$ cat src/rtl/reg_scoreboard_if.sv
// Decode/writeback handshake bundle between the pipeline and the register scoreboard.
interface reg_scoreboard_if #(
   parameter int NREGS  = 16,
   parameter int PERF_W = 16
);
   localparam int IDX_W = $clog2(NREGS);

   logic              id_valid;
   logic [IDX_W-1:0]  id_src1;
   logic [IDX_W-1:0]  id_src2;
   logic              id_use1;
   logic              id_use2;
   logic [IDX_W-1:0]  id_dst;
   logic              id_wr;
   logic              id_ready;
   logic              stall;
   logic              wb_valid;
   logic [IDX_W-1:0]  wb_reg;
   logic              flush;
   logic [NREGS-1:0]  busy_mask;
   logic [PERF_W-1:0] stall_cycles;
   logic              err;

   modport master (
      output id_valid, id_src1, id_src2, id_use1, id_use2, id_dst, id_wr,
             wb_valid, wb_reg, flush,
      input  id_ready, stall, busy_mask, stall_cycles, err
   );

   modport slave (
      input  id_valid, id_src1, id_src2, id_use1, id_use2, id_dst, id_wr,
             wb_valid, wb_reg, flush,
      output id_ready, stall, busy_mask, stall_cycles, err
   );
endinterface

$ cat src/rtl/reg_scoreboard.sv
// Register scoreboard: per-register pending-write counters, RAW/saturation stall with
// same-cycle writeback bypass, flush, saturating stall-cycle counter and sticky error.
module reg_scoreboard #(
   parameter int NREGS  = 16,
   parameter int CNT_W  = 2,
   parameter int PERF_W = 16
) (
   input logic             clk,
   input logic             rst,
   reg_scoreboard_if.slave bus
);
   localparam int IDX_W = $clog2(NREGS);
   localparam logic [CNT_W-1:0] CNT_MAX = '1;

   logic [NREGS-1:0][CNT_W-1:0] cnt_reg;
   logic [NREGS-1:0][CNT_W-1:0] cnt_next;
   logic [NREGS-1:0]            wb_hit;
   logic [NREGS-1:0]            inc_hit;
   logic [NREGS-1:0]            under;
   logic [NREGS-1:0]            eff_nz;
   logic [NREGS-1:0]            eff_full;
   logic [PERF_W-1:0]           stall_cycles_reg;
   logic [PERF_W-1:0]           stall_cycles_next;
   logic                        err_reg;
   logic                        err_next;
   logic                        raw;
   logic                        sat;
   logic                        ready_core;
   logic                        issue;
   logic                        stall_int;

   genvar gi;
   generate
      for (gi = 0; gi < NREGS; gi++) begin : g_reg
         if (gi == 0) begin : g_zero
            assign wb_hit[gi]   = 1'b0;
            assign inc_hit[gi]  = 1'b0;
            assign under[gi]    = 1'b0;
            assign eff_nz[gi]   = 1'b0;
            assign eff_full[gi] = 1'b0;
            assign cnt_next[gi] = '0;
         end else begin : g_live
            assign wb_hit[gi]   = bus.wb_valid && (bus.wb_reg == IDX_W'(gi));
            assign inc_hit[gi]  = issue && bus.id_wr && (bus.id_dst == IDX_W'(gi));
            assign under[gi]    = wb_hit[gi] && (cnt_reg[gi] == '0) && !inc_hit[gi];
            // A retiring last writer is already visible to decode through the regfile bypass.
            assign eff_nz[gi]   = (cnt_reg[gi] != '0) && !(wb_hit[gi] && (cnt_reg[gi] == CNT_W'(1)));
            assign eff_full[gi] = (cnt_reg[gi] == CNT_MAX) && !wb_hit[gi];
            assign cnt_next[gi] = bus.flush ? '0 :
                                  under[gi] ? '0 :
                                  cnt_reg[gi] + CNT_W'(inc_hit[gi]) - CNT_W'(wb_hit[gi]);
         end
         assign bus.busy_mask[gi] = (cnt_reg[gi] != '0);
      end
   endgenerate

   assign raw        = (bus.id_use1 && eff_nz[bus.id_src1]) || (bus.id_use2 && eff_nz[bus.id_src2]);
   assign sat        = bus.id_wr && (bus.id_dst != '0) && eff_full[bus.id_dst];
   assign ready_core = !raw && !sat && !bus.flush;
   // While reset is held the stage reports ready and never stalls.
   assign issue      = rst && bus.id_valid && ready_core;
   assign stall_int  = rst && bus.id_valid && !ready_core;

   assign stall_cycles_next = (stall_int && (stall_cycles_reg != '1)) ? stall_cycles_reg + PERF_W'(1)
                                                                     : stall_cycles_reg;
   assign err_next = err_reg || (|under) || (!bus.flush && sat && bus.id_valid);

   always_ff @(posedge clk or negedge rst) begin
      if (!rst) begin
         cnt_reg          <= '0;
         stall_cycles_reg <= '0;
         err_reg          <= 1'b0;
      end else begin
         cnt_reg          <= cnt_next;
         stall_cycles_reg <= stall_cycles_next;
         err_reg          <= err_next;
      end
   end

   assign bus.id_ready     = !rst || ready_core;
   assign bus.stall        = stall_int;
   assign bus.stall_cycles = stall_cycles_reg;
   assign bus.err          = err_reg;
endmodule

$ cat src/flat_wrapper.sv
// flat-port wrapper written by rule: the top's interface ports become plain ports
module reg_scoreboard_flat 
#(
   parameter int NREGS  = 16,
   parameter int CNT_W  = 2,
   parameter int PERF_W = 16
)
  (clk, rst, bus_id_valid, bus_id_src1, bus_id_src2, bus_id_use1, bus_id_use2, bus_id_dst, bus_id_wr, bus_wb_valid, bus_wb_reg, bus_flush, bus_id_ready, bus_stall, bus_busy_mask, bus_stall_cycles, bus_err);
  reg_scoreboard_if #(.NREGS(NREGS), .PERF_W(PERF_W)) bus_i ();
  input logic clk;
  input logic rst;
  input wire logic [$bits(bus_i.id_valid)-1:0] bus_id_valid;
  input wire logic [$bits(bus_i.id_src1)-1:0] bus_id_src1;
  input wire logic [$bits(bus_i.id_src2)-1:0] bus_id_src2;
  input wire logic [$bits(bus_i.id_use1)-1:0] bus_id_use1;
  input wire logic [$bits(bus_i.id_use2)-1:0] bus_id_use2;
  input wire logic [$bits(bus_i.id_dst)-1:0] bus_id_dst;
  input wire logic [$bits(bus_i.id_wr)-1:0] bus_id_wr;
  input wire logic [$bits(bus_i.wb_valid)-1:0] bus_wb_valid;
  input wire logic [$bits(bus_i.wb_reg)-1:0] bus_wb_reg;
  input wire logic [$bits(bus_i.flush)-1:0] bus_flush;
  output wire logic [$bits(bus_i.id_ready)-1:0] bus_id_ready;
  output wire logic [$bits(bus_i.stall)-1:0] bus_stall;
  output wire logic [$bits(bus_i.busy_mask)-1:0] bus_busy_mask;
  output wire logic [$bits(bus_i.stall_cycles)-1:0] bus_stall_cycles;
  output wire logic [$bits(bus_i.err)-1:0] bus_err;
  assign bus_i.id_valid = bus_id_valid;
  assign bus_i.id_src1 = bus_id_src1;
  assign bus_i.id_src2 = bus_id_src2;
  assign bus_i.id_use1 = bus_id_use1;
  assign bus_i.id_use2 = bus_id_use2;
  assign bus_i.id_dst = bus_id_dst;
  assign bus_i.id_wr = bus_id_wr;
  assign bus_i.wb_valid = bus_wb_valid;
  assign bus_i.wb_reg = bus_wb_reg;
  assign bus_i.flush = bus_flush;
  assign bus_id_ready = bus_i.id_ready;
  assign bus_stall = bus_i.stall;
  assign bus_busy_mask = bus_i.busy_mask;
  assign bus_stall_cycles = bus_i.stall_cycles;
  assign bus_err = bus_i.err;
  reg_scoreboard #(.NREGS(NREGS), .CNT_W(CNT_W), .PERF_W(PERF_W)) u_core (.clk(clk), .rst(rst), .bus(bus_i));
endmodule
$ cat config.mk
export PLATFORM = sky130hd
export DESIGN_NAME = reg_scoreboard_flat
export DESIGN_NICKNAME = d
export VERILOG_FILES = /design/src/rtl/reg_scoreboard_if.sv /design/src/rtl/reg_scoreboard.sv /design/src/flat_wrapper.sv
export SDC_FILE = /design/constraint.sdc
export NUM_CORES = 1
export LEC_CHECK = 0
export BUFFER_PORTS_ARGS = -buffer_cell sky130_fd_sc_hd__buf_4
export CAP_MARGIN = 20
export CORE_ASPECT_RATIO = 0.5
export CORE_MARGIN = 1.5
export CORE_UTILIZATION = 55
export CTS_CLUSTER_DIAMETER = 60
export CTS_CLUSTER_SIZE = 30
export DETAILED_ROUTE_END_ITERATION = 12
export HOLD_SLACK_MARGIN = 0.03
export PLACE_DENSITY = 0.78
export SYNTH_ARGS = -nofsm -noshare
export SYNTH_HDL_FRONTEND = slang
export SYNTH_SLANG_ARGS = --single-unit
$ cat constraint.sdc
create_clock -name clk -period 3.3 [get_ports clk]
set_clock_uncertainty 0.15 [all_clocks]
set_input_delay 0.495 -clock clk [delete_from_list [all_inputs] [get_ports clk]]
set_output_delay 0.495 -clock clk [all_outputs]
set_load 0.02 [all_outputs]
==> results_tabular.tex <==
\begin{tabular}{lr}
\hline
Metric & Value \\
\hline
\multicolumn{2}{l}{\textbf{Run status}} \\
\quad Outcome & complete, no violations \\
\multicolumn{2}{l}{\textbf{Pwr}} \\
\quad Part of the power in combinational logic & 28.2\% \\
\quad Final total power & 1.65 mW \\
\quad Net Switching & 547 uW \\
\quad Switching share of power & 33.2\% \\
\quad P\_leak & 2.58 nW \\
\quad Internal & 1.10 mW \\
\quad Share of power burned in registers & 40.1\% \\
\quad Clock share of power & 31.7\% \\
\quad Power per cell area & 321 nW/um\^{}2 \\
\quad Maximum resistive drop on vdd & 362 uV \\
\multicolumn{2}{l}{\textbf{STA}} \\
\quad Final sum of negative setup slack & 0 ns \\
\quad Setup Viol. Count Final & 0 \\
\quad Final hold violation count & 0 \\
\quad Tightest slew margin relative to the limit & 58.4\% \\
\quad Hold\_ws & 0.147 ns \\
\quad Worst-Margin Slew & 0.625 ns \\
\quad Number of pins with negative max-slew slack in the final report & 0 \\
\quad Min cycle time layout & 3.28 ns \\
\quad Part of the cycle the worst path needs & 99.4\% \\
\quad Setup repair after global routing missed its margin & true \\
\quad Timing-limited maximum frequency & 305 MHz \\
\multicolumn{2}{l}{\textbf{Clocking}} \\
\quad CTS Hold Buffers Added & 0 \\
\quad Clock buffer depth & 2 \\
\quad Clock transition at the registers of the reported paths & 0.07 ns \\
\quad H-tree Lvls & 2 \\
\quad Root buffer selected by CTS & sky130\_fd\_sc\_hd\_\_clkbuf\_16 \\
\quad Number of sinks on the clock net & 47 \\
\quad Clk Latency, worst-skew pair & 0.30 ns \\
\quad Number of buffers inserted during clock tree synthesis & 5 \\
\quad Clock tree from TritonCTS & done \\
\multicolumn{2}{l}{\textbf{Worst setup path}} \\
\quad WP data arrival & 2.64 ns \\
\quad Startpoint Class & input pin \\
\quad Worst endpoint required time & 2.65 ns \\
\quad Peak fanout along the critical path & 8 \\
\quad Reg-to-reg critical path startpoint & u\_core.cnt\_reg[9] \\
\quad RR Endpoint & u\_core.cnt\_reg[3] \\
\quad Worst Path Class, Setup & input pin to output port \\
\quad Setup slack on the worst flop-to-flop path & 0.16 ns \\
\quad Worst reg-to-reg path cell count & 11 \\
\quad Crit end category & output port \\
\multicolumn{2}{l}{\textbf{Synth}} \\
\quad Yosys warning total & 0 \\
\quad Share of synthesized area occupied by flip-flops and latches & 28.7\% \\
\quad Post-Syn Nets & 538 \\
\quad Syn Inst Count & 483 \\
\quad Number of synthesized register bits & 47 \\
\quad Post-Syn Area & 4100 sq um \\
\quad Syn avg cell area & 8.50 sq um \\
\quad Unique masters post-synth & 69 \\
\quad Synth async-reset ratio & 100\% \\
\quad Number of synthesized flops with an enable pin & 0 \\
\quad Main synth FF type & sky130\_fd\_sc\_hd\_\_dfrtp\_1 \\
\multicolumn{2}{l}{\textbf{Layout}} \\
\quad Share of layout cells above drive strength 1 & 26.3\% \\
\quad Commonest non-fill, non-tap cells in the layout & sky130\_fd\_sc\_hd\_\_buf\_4 (110), sky130\_fd\_sc\_hd\_\_dfrtp\_1 (47), sky130\_fd\_sc\_hd\_\_inv\_1 (45) \\
\quad Post-layout utilization of the core & 70.7\% \\
\quad P\&R area growth vs syn & 25.2\% \\
\quad Commonest non-fill, non-tap cell in the layout & sky130\_fd\_sc\_hd\_\_buf\_4 \\
\quad Multi-input gate area & 2700 sq um \\
\quad Post-route cell area & 5140 sq um \\
\quad FILL cells & 596 \\
\quad Max reg flops & 30 \\
\quad Register area & 1180 sq um \\
\quad Number of diodes added for antenna fixing & 0 \\
\quad Nets@finish & 635 \\
\multicolumn{2}{l}{\textbf{Floorplanning}} \\
\quad Rows & 22 \\
\quad Core area & 7270 sq um \\
\quad Die height & 64.1 um \\
\quad Effective utilization at floorplan & 56.5\% \\
\quad Count of boundary I/O pins & 59 \\
\quad Area enclosed by the die boundary & 8020 sq um \\
\quad Die Span X & 125 um \\
\multicolumn{2}{l}{\textbf{GRT}} \\
\quad Number of global-route vias before repair & 3850 \\
\quad Grt ovf & 0 \\
\quad First-pass GRT wire length & 19.4 mm \\
\quad Global-route usage over all layers & 31.0\% \\
\quad Pin count of the biggest net entering global routing & 49 \\
\quad Initial antenna violation count & 0 \\
\multicolumn{2}{l}{\textbf{Detailed routing}} \\
\quad Antenna-violating nets left & 0 \\
\quad Via count & 4043 \\
\quad Routed wire length & 11.9 mm \\
\quad DR DRC count & 0 \\
\quad First-iteration detailed-routing DRC count & 431 \\
\quad Number of optimization iterations in the first detailed-route pass & 6 \\
\quad Average via count per standard cell & 5.97 \\
\quad Final routed wire length divided by cell count & 17.6 um \\
\multicolumn{2}{l}{\textbf{Placed design}} \\
\quad Count of input and output buffers & 57 \\
\quad Total placed instance area & 4950 sq um \\
\quad Gpl congestion & 1.10 \\
\quad Placed wire-length estimate & 9.15 mm \\
\multicolumn{2}{l}{\textbf{Min path}} \\
\quad Worst min path class & input pin to async pin \\
\multicolumn{2}{l}{\textbf{Flow run}} \\
\quad Count of maximum capacitance violations & 0 \\
\hline
\end{tabular}
==> worst max path at each step <==
stage | start | to | depth (start not counted)
6_report | bus_wb_reg[1] | bus_stall | 11
5_1_grt | bus_wb_reg[0] | bus_id_ready | 10
4_1_cts | bus_wb_reg[3] | bus_id_ready | 11
3_5_place_dp | bus_wb_reg[3] | u_core.cnt_reg[3] | 12
3_3_place_gp | bus_wb_reg[3] | u_core.cnt_reg[3] | 12
2_1_floorplan | bus_wb_reg[1] | u_core.cnt_reg[3] | 13
==> metrics by stage <==
step           instances  setup slack [ns]
2_1_floorplan        483            0.0476
3_3_place_gp         669            -0.122
3_5_place_dp         669            -0.222
4_1_cts              677            0.0351
5_1_grt              677           -0.0299
6_report             677            0.0185
==> power groups by stage <==
stage / clock (mW) / combinational [mW] / sequential (mW)
finish: 0.523 / 0.466 / 0.661
global route: 0.566 / 0.503 / 0.667
global placement: 0 / 0.449 / 0.669
floorplan: 0 / 0.223 / 0.697
detailed placement: 0 / 0.457 / 0.670
CTS: 0.535 / 0.459 / 0.660
==> synth_stat cells, types with 8 or more instances <==
cell type                  instances  share of area [%]
sky130_fd_sc_hd__dfrtp_1          47                 29
sky130_fd_sc_hd__inv_1            45                4.1
sky130_fd_sc_hd__nor2_1           40                3.7
sky130_fd_sc_hd__nand2_1          36                3.3
sky130_fd_sc_hd__ha_1             31                9.5
sky130_fd_sc_hd__nor3_1           28                3.4
sky130_fd_sc_hd__xnor2_1          25                5.3
sky130_fd_sc_hd__nand3_1          22                2.7
sky130_fd_sc_hd__xor2_1           21                4.5
sky130_fd_sc_hd__nor3b_1          17                3.1
sky130_fd_sc_hd__or2_2            12                1.8
sky130_fd_sc_hd__clkbuf_1          8               0.73
sky130_fd_sc_hd__nor4_1            8                1.2
sky130_fd_sc_hd__or3_1             8                1.2
==> routing by layer <==
metal	global-route usage (%)	wire (um)	share of wire [%]	vias to the layer above
met5	0	0	0	-
met4	7.95	176	1.5	0
met3	9.72	1250	11	24
met2	47.0	5090	43	202
met1	42.9	5380	45	1917
li1	-	-	-	1900
==> critical path, stage by stage <==
cell                       delay (ns)
sky130_fd_sc_hd__buf_4           0.13
sky130_fd_sc_hd__nand2b_1        0.34
sky130_fd_sc_hd__buf_4           0.19
sky130_fd_sc_hd__o31a_1          0.12
sky130_fd_sc_hd__o22ai_1         0.06
sky130_fd_sc_hd__nor4_1          0.32
sky130_fd_sc_hd__buf_4           0.17
sky130_fd_sc_hd__nand3_2         0.14
sky130_fd_sc_hd__buf_4           0.20
sky130_fd_sc_hd__a31oi_4         0.26
sky130_fd_sc_hd__buf_4           0.19
==> repair_timing <==
item                       in CTS  in global routing
pin swaps                       0                  2
setup endpoints to repair       1                 13
resized for setup               1                  7
cloned                          0                  0
setup buffers                   0                  0
==> cell families after synthesis <==
family,synth area share [%]
flip-flops,28.7
multiplexers,0.610
other,0.0914
adder cells (fa/ha/maj),9.45
XOR/XNOR,9.82
buffers and inverters,6.59
AO/OA/AOI/OAI,11.1
AND/OR/NAND/NOR,33.7
==> layout make-up <==
cell class	instances	share of cell area [%]
timing repair buffer	110	16.1
inverter	45	3.29
clock inverter	2	0.341
tap	96	2.34
multi-input combinational	371	52.6
clock buffer	6	2.51
sequential	47	22.9
(Power assumes the default switching activity.)
